### src/rtl/fpu_pkg.sv
// Shared field extraction and special-value patterns for the parametrised FP add/sub path.
// Helpers take the field widths as arguments so one package serves every precision.
package fpu_pkg;

  localparam int GRD  = 2;
  localparam int MAXW = 64;

  typedef logic [MAXW-1:0] word_t;

  localparam word_t ZERO_PAT = '0;

  function automatic logic f_sign(input word_t w, input int exp_w, input int man_w);
    return 1'(w >> (exp_w + man_w));
  endfunction

  function automatic word_t f_exp(input word_t w, input int exp_w, input int man_w);
    return (w >> man_w) & ((word_t'(1) << exp_w) - word_t'(1));
  endfunction

  function automatic word_t f_frac(input word_t w, input int man_w);
    return w & ((word_t'(1) << man_w) - word_t'(1));
  endfunction

  function automatic word_t inf_pat(input logic s, input int exp_w, input int man_w);
    return (word_t'(s) << (exp_w + man_w)) | (((word_t'(1) << exp_w) - word_t'(1)) << man_w);
  endfunction

  // Positive quiet NaN: all-ones exponent with only the top fraction bit set.
  function automatic word_t qnan_pat(input int exp_w, input int man_w);
    return inf_pat(1'b0, exp_w, man_w) | (word_t'(1) << (man_w - 1));
  endfunction

endpackage

### src/rtl/fpu_lzc.sv
// Combinational leading-zero counter; an all-zero input reports WIDTH.
// No state, no handshake.
module fpu_lzc #(
  parameter int WIDTH = 27,
  parameter int CNT_W = $clog2(WIDTH + 1)
) (
  input  logic [WIDTH-1:0] din,
  output logic [CNT_W-1:0] cnt
);

  // Scanning upward lets the highest set bit win.
  always_comb begin
    cnt = CNT_W'(WIDTH);
    for (int i = 0; i < WIDTH; i++) begin
      if (din[i]) cnt = CNT_W'(WIDTH - 1 - i);
    end
  end

endmodule

### src/rtl/fpu_addsub_pipe.sv
// Pipelined FP add/sub (align -> add -> normalise), truncating, denormals flushed to zero.
// Latency 3 cycles at 1 op/clk; a held output stalls every stage (in_ready = !out_valid || out_ready).
module fpu_addsub_pipe
  import fpu_pkg::*;
#(
  parameter int EXP_W = 8,
  parameter int MAN_W = 23,
  parameter int W     = EXP_W + MAN_W + 1
) (
  input  logic         clk,
  input  logic         rst,
  input  logic         in_valid,
  output logic         in_ready,
  input  logic         op,
  input  logic [W-1:0] a,
  input  logic [W-1:0] b,
  output logic         out_valid,
  input  logic         out_ready,
  output logic [W-1:0] result,
  output logic         overflow,
  output logic         underflow
);

  localparam int MW   = MAN_W + 1 + GRD;
  localparam int SW   = MW + 1;
  localparam int CW   = $clog2(SW + 1);
  localparam int EMAX = (1 << EXP_W) - 1;

  typedef struct packed {
    logic             vld;
    logic             spec;
    logic [W-1:0]     spec_res;
    logic             sgn_hi;
    logic             sgn_lo;
    logic [EXP_W-1:0] exp;
    logic [MW-1:0]    m_hi;
    logic [MW-1:0]    m_lo;
  } align_t;

  typedef struct packed {
    logic             vld;
    logic             spec;
    logic [W-1:0]     spec_res;
    logic             sgn;
    logic [EXP_W-1:0] exp;
    logic [SW-1:0]    sum;
  } add_t;

  logic   advance;
  align_t s1_d, s1_q;
  add_t   s2_d, s2_q;

  assign advance  = !out_valid || out_ready;
  assign in_ready = advance;

  logic             sa, sb, a_inf, b_inf, swap;
  logic [EXP_W-1:0] ea, eb, e_lo, diff;
  logic [MAN_W-1:0] fa, fb;
  logic [MW-1:0]    ma, mb, m_lo;

  always_comb begin
    sa    = f_sign(word_t'(a), EXP_W, MAN_W);
    sb    = f_sign(word_t'(b), EXP_W, MAN_W) ^ op;
    ea    = EXP_W'(f_exp(word_t'(a), EXP_W, MAN_W));
    eb    = EXP_W'(f_exp(word_t'(b), EXP_W, MAN_W));
    fa    = MAN_W'(f_frac(word_t'(a), MAN_W));
    fb    = MAN_W'(f_frac(word_t'(b), MAN_W));
    a_inf = &ea;
    b_inf = &eb;
    ma    = (ea == '0) ? '0 : {1'b1, fa, {GRD{1'b0}}};
    mb    = (eb == '0) ? '0 : {1'b1, fb, {GRD{1'b0}}};
    swap  = {eb, fb} > {ea, fa};

    s1_d        = '0;
    s1_d.vld    = in_valid;
    s1_d.sgn_hi = swap ? sb : sa;
    s1_d.sgn_lo = swap ? sa : sb;
    s1_d.exp    = swap ? eb : ea;
    s1_d.m_hi   = swap ? mb : ma;
    e_lo        = swap ? ea : eb;
    m_lo        = swap ? ma : mb;
    diff        = s1_d.exp - e_lo;
    s1_d.m_lo   = ({1'b0, diff} >= (EXP_W + 1)'(MW)) ? '0 : (m_lo >> diff);

    // Infinities bypass the datapath; opposite-signed infinities make a quiet NaN.
    s1_d.spec = a_inf || b_inf;
    if (a_inf && b_inf)
      s1_d.spec_res = (sa != sb) ? W'(qnan_pat(EXP_W, MAN_W)) : W'(inf_pat(sa, EXP_W, MAN_W));
    else if (a_inf)
      s1_d.spec_res = W'(inf_pat(sa, EXP_W, MAN_W));
    else if (b_inf)
      s1_d.spec_res = W'(inf_pat(sb, EXP_W, MAN_W));
  end

  always_comb begin
    s2_d          = '0;
    s2_d.vld      = s1_q.vld;
    s2_d.spec     = s1_q.spec;
    s2_d.spec_res = s1_q.spec_res;
    s2_d.sgn      = s1_q.sgn_hi;
    s2_d.exp      = s1_q.exp;
    if (s1_q.sgn_hi == s1_q.sgn_lo)
      s2_d.sum = {1'b0, s1_q.m_hi} + {1'b0, s1_q.m_lo};
    else
      s2_d.sum = {1'b0, s1_q.m_hi} - {1'b0, s1_q.m_lo};
  end

  logic [CW-1:0]    lz;
  logic [SW-1:0]    nrm_man;
  logic [MAN_W-1:0] nrm_frac;
  int               nrm_exp;
  logic [W-1:0]     res_d;
  logic             ovf_d, unf_d;

  fpu_lzc #(.WIDTH(SW), .CNT_W(CW)) u_lzc (
    .din (s2_q.sum),
    .cnt (lz)
  );

  // Target: hidden bit at SW-2; the top bit only ever holds an add carry.
  always_comb begin
    nrm_exp = int'(s2_q.exp);
    if (s2_q.sum[SW-1]) begin
      nrm_man = s2_q.sum >> 1;
      nrm_exp = nrm_exp + 1;
    end else begin
      nrm_man = s2_q.sum << (lz - CW'(1));
      nrm_exp = nrm_exp - int'(lz) + 1;
    end
    nrm_frac = MAN_W'(nrm_man >> GRD);

    res_d = W'(ZERO_PAT);
    ovf_d = 1'b0;
    unf_d = 1'b0;
    if (s2_q.spec) begin
      res_d = s2_q.spec_res;
    end else if (s2_q.sum == '0) begin
      res_d = W'(ZERO_PAT);
    end else if (nrm_exp >= EMAX) begin
      res_d = {s2_q.sgn, {EXP_W{1'b1}}, {MAN_W{1'b0}}};
      ovf_d = s2_q.vld;
    end else if (nrm_exp < 1) begin
      unf_d = s2_q.vld;
    end else begin
      res_d = {s2_q.sgn, nrm_exp[EXP_W-1:0], nrm_frac};
    end
  end

  always_ff @(posedge clk or posedge rst) begin
    if (rst) begin
      s1_q      <= '0;
      s2_q      <= '0;
      out_valid <= 1'b0;
      result    <= '0;
      overflow  <= 1'b0;
      underflow <= 1'b0;
    end else if (advance) begin
      s1_q      <= s1_d;
      s2_q      <= s2_d;
      out_valid <= s2_q.vld;
      result    <= res_d;
      overflow  <= ovf_d;
      underflow <= unf_d;
    end
  end

endmodule
### config.mk
export PLATFORM = sky130hd
export DESIGN_NAME = fpu_addsub_pipe
export DESIGN_NICKNAME = d
export VERILOG_FILES = /design/src/rtl/fpu_pkg.sv /design/src/rtl/fpu_lzc.sv /design/src/rtl/fpu_addsub_pipe.sv
export SDC_FILE = /design/constraint.sdc
export NUM_CORES = 1
export LEC_CHECK = 0
export CORE_ASPECT_RATIO = 0.8
export CORE_MARGIN = 4
export CORE_UTILIZATION = 60
export DETAILED_ROUTE_END_ITERATION = 8
export PLACE_DENSITY = 0.86
export SLEW_MARGIN = 5
export SYNTH_ARGS = -nofsm -noshare
export SYNTH_HDL_FRONTEND = slang
export SYNTH_HIERARCHICAL = 1
export SYNTH_SLANG_ARGS = --single-unit
### constraint.sdc
create_clock -name clk -period 5.85 [get_ports clk]
set_input_delay 1.17 -clock clk [delete_from_list [all_inputs] [get_ports clk]]
set_output_delay 1.17 -clock clk [all_outputs]
set_load 0.02 [all_outputs]
==> summary.txt <==
Hold path
  – Path type of the worst min-delay path: register to register
  – HP Start: result[29]

Synthesis
  – Synth top area share: about 28%
  – Fraction of registers with async set or reset after synthesis: 100%
  – EDFF count, synth: 0
  – Top FF cell, synth: dfrtp_1
  – Post-synth top area cell: dfrtp_1
  – Post-synth top cells: 270 x nand2_1, 162 x nor2_1, 139 x dfrtp_1
  – Ys Warns: 6
  – Post-Syn Area: roughly 13,000 um2
  – Register area share after synthesis: 27.8%
  – Top cells by area, synth: dfrtp_1 28%, nand2_1 8.1%, ha_1 6.6%, mux2i_1 6.0%, nor2_1 4.9%
  – Synth cell types: between 80 and 90
  – Synth Register Bits: 139
  – Count leader, synth: nand2_1
  – Mean post-synth cell area: approximately 7.9 um2
  – Gate Count Post-Synth: 1,577
  – Syn Nets: 1,714

Power and ir drop
  – Clock Power Share: 13.6%
  – Cell Int Power: 0.00447 W
  – P_sw: 0.00444 W
  – Worst ir drop on vdd: 0.000405 V
  – Sequential share of power: between 10% and 20%
  – Leakage: between 6 and 7 nW
  – Switching Share: 49.8%
  – Power Density: 608 nW/um2
  – Comb power frac: 66.8%

Die
  – Starting Density: 62.2%
  – IO Count: 105
  – FP Rows: 46
  – Full die area: roughly 23,000 um2
  – DIE WIDTH: 170 um
  – Die height: between 100 and 150 um
  – Area of the core: 20,100 um2

Outcome
  – Outcome: complete, no violations

Detailed routing
  – Post-DRT Antenna Nets: 0
  – Final WL: 37.9 mm
  – 1st-pass router iterations: 6
  – Via/cell ratio: 6.51
  – Initial DRC Count: 1,594
  – Routed WL per cell: 19.5 um
  – Via count: 12,665
  – Post-route DRC: 0

Timing
  – # setup viols final: 0
  – Setup TNS: 0 ps
  – Final Critical Period: 5480 ps
  – Slew @ Worst Pin: 932 ps
  – RSZ-0062 raised after global routing: no
  – Final Max Slew Viols: 0
  – Worst Skew: 11.8 ps
  – Max_slew headroom: a little under two fifths
  – Hold Violations, Final: 0
  – Max frequency: 0.183 GHz
  – Final worst-path cycle share: 93.6%

Placement
  – Number of instances in the placed design: between 1,500 and 2,000
  – Placed inst area: approximately 14,000 um2
  – GP Congestion: 1.02
  – Post-DP HPWL: ~28 mm
  – IO Port Bufs: 104

Clock tree
  – Clock-pin slew on the worst setup and hold paths: 60 ps
  – H-tree lvl count: 4
  – CTS buffer count: 17
  – Worst-Skew Late Latency: about 430 ps
  – CTS Hold Bufs: 0
  – Quantity of gates resized following cts: 0
  – Root buf cell: clkbuf_16
  – CTS Buffer Depth: 2
  – CTS tree: built
  – Clk sinks: 139

Cells and area
  – FILL cells: 1,610
  – # diodes: 0
  – Final #Nets: 1,806
  – Final instance area: 14,600 um2
  – P&R area growth vs syn: 16.8%
  – Non-filler cells, final: 1,946
  – Post-layout util: between 70 and 80%
  – Share of cells above drive strength 1: 9.69%

Setup path
  – Critical path origin: a[18]
  – CP Launch Type: input port
  – Crit path DAT: 5820 ps
  – Reg2reg start: s2_q[3]
  – CP endpoint kind: register
  – Crit path required time: 6190 ps
  – Kind of critical path: input port to register
  – Slowest-stage cell, CP: clkdlybuf4s50_1
  – CP max stage delay: around 510 ps
  – Critical-path cell list: clkdlybuf4s50_1 > inv_1 > ha_1 > a21oi_1 > o21ai_0 > a211oi_1 > a21oi_4 > nand2_4 > mux2_2 > ha_1 > o21ai_0 > nand2_1 > a21oi_1 > mux2i_1 > a32o_1 > or3_4 > a211o_1 > o31a_1 > o211ai_2
  – Top fanout value on the critical path: 9

Global routing
  – Initial antenna violation count: 0
  – First-pass GRT wire length: 60.3 mm
  – Gr usage total: 32.0%
  – Vias in the first global route: 11,579
  – Grt total ovfl: 0
  – Largest net degree at the start of global routing: 144

Job
  – Max-Cap Viols: 0
[power by group through the flow]
stage	clock, W	combinational [W]	sequential [W]
after CTS	0.00122	0.00579	0.00172
final	0.00121	0.00594	0.00175
after detailed placement	0	0.00572	0.00174
after floorplan	0	0.00424	0.00169
after global routing	0.00126	0.00648	0.00179
after global placement	0	0.00562	0.00172
[registers in the layout, summed over array words and instances, names as in the netlist]
name	flops
underflow	1
result	32
overflow	1
out_valid	1
s1_q	64
s2_q	40
[worst max-delay path, delay by kind of cell]
kind / cells / cell delay [ps]
buf+inv: 2 / 570
fa+ha+maj: 2 / 570
simple gates: 3 / 550
compound gates: 10 / 2490
mux: 2 / 480
[repair_timing]
| action | 4_1_cts | 5_1_grt |
|---|---|---|
| endpoints found under the hold margin | 0 | 0 |
| endpoints found under the setup margin | 0 | 23 |
| setup buffers | 0 | 1 |
[logic make-up (layout without fill, tap and decap cells)]
kind of cell / count (synthesis) / after routing / share of synthesized area, %
simple gates: 608 / 609 / 21.6
compound gates: 423 / 423 / 22.2
buf+inv: 150 / 254 / 4.73
flops: 139 / 139 / 27.8
mux: 121 / 121 / 11.8
fa+ha+maj: 68 / 68 / 6.91
xor+xnor: 68 / 68 / 4.97
[area by class of cell]
class	count	area [um2]	share of cell area, %
clock inverters	14	218	1.49
flip-flops and latches	139	3480	23.8
well taps	264	330	2.26
multi-input cells	1289	8490	58.0
repair buffers	156	1440	9.86
inverters	66	253	1.73
clock buffers	18	429	2.93
[worst paths after layout]
kind	end	slack [ps]	depth (start not counted)
max	s1_q[5]	370	19
min reg2reg	result[29]	470	2
min in group asynchronous	s2_q[69]	1310	2
min	result[29]	470	2
max in group asynchronous	s1_q[4]	3410	3
max reg2reg	result[19]	420	17
[per-stage QoR]
stage	total power (W)	worst slack (ps)	hold WS [ps]
floorplan	0.00592	67.5	439
CTS	0.00873	252	476
detailed placement	0.00746	21.5	461
global route	0.00952	11.8	496
global placement	0.00734	101	451
finish	0.00891	373	473
[metal layers]
| metal | wire [um] | GRT usage (%) | vias up | part of all wire [%] |
|---|---|---|---|---|
| li1 | - | - | 5936 | - |
| met1 | 16200 | 45.3 | 6002 | 43 |
| met3 | 3360 | 4.91 | 56 | 8.9 |
| met2 | 17400 | 51.3 | 671 | 46 |
| met4 | 934 | 8.90 | 0 | 2.5 |
| met5 | 0 | 0 | - | 0 |
[cell usage in the layout (no fill, tap or decap), types with 6 or more instances in the layout]
master / count
ha_1: 66
nand2b_1: 13
xor2_1: 27
or2_2: 7
clkdlybuf4s50_1: 104
a211oi_1: 19
buf_4: 51
mux2_2: 26
a21o_1: 11
a31oi_1: 8
nor2_1: 162
and2_1: 6
o21a_1: 6
o21ai_0: 120
a32o_1: 6
a21oi_1: 111
a221o_1: 6
clkbuf_16: 17
nand3_1: 29
mux4_2: 19
nor4_1: 24
o31ai_1: 14
a22oi_1: 10
dfrtp_1: 139
nand2_1: 270
o211ai_1: 17
inv_1: 61
mux2i_1: 75
xnor2_1: 38
and3_1: 9
nor3_1: 29
a221oi_1: 25
nand4_1: 19
nor2b_1: 12
a32oi_1: 7
Note: power is estimated with default switching activity, not from simulation.
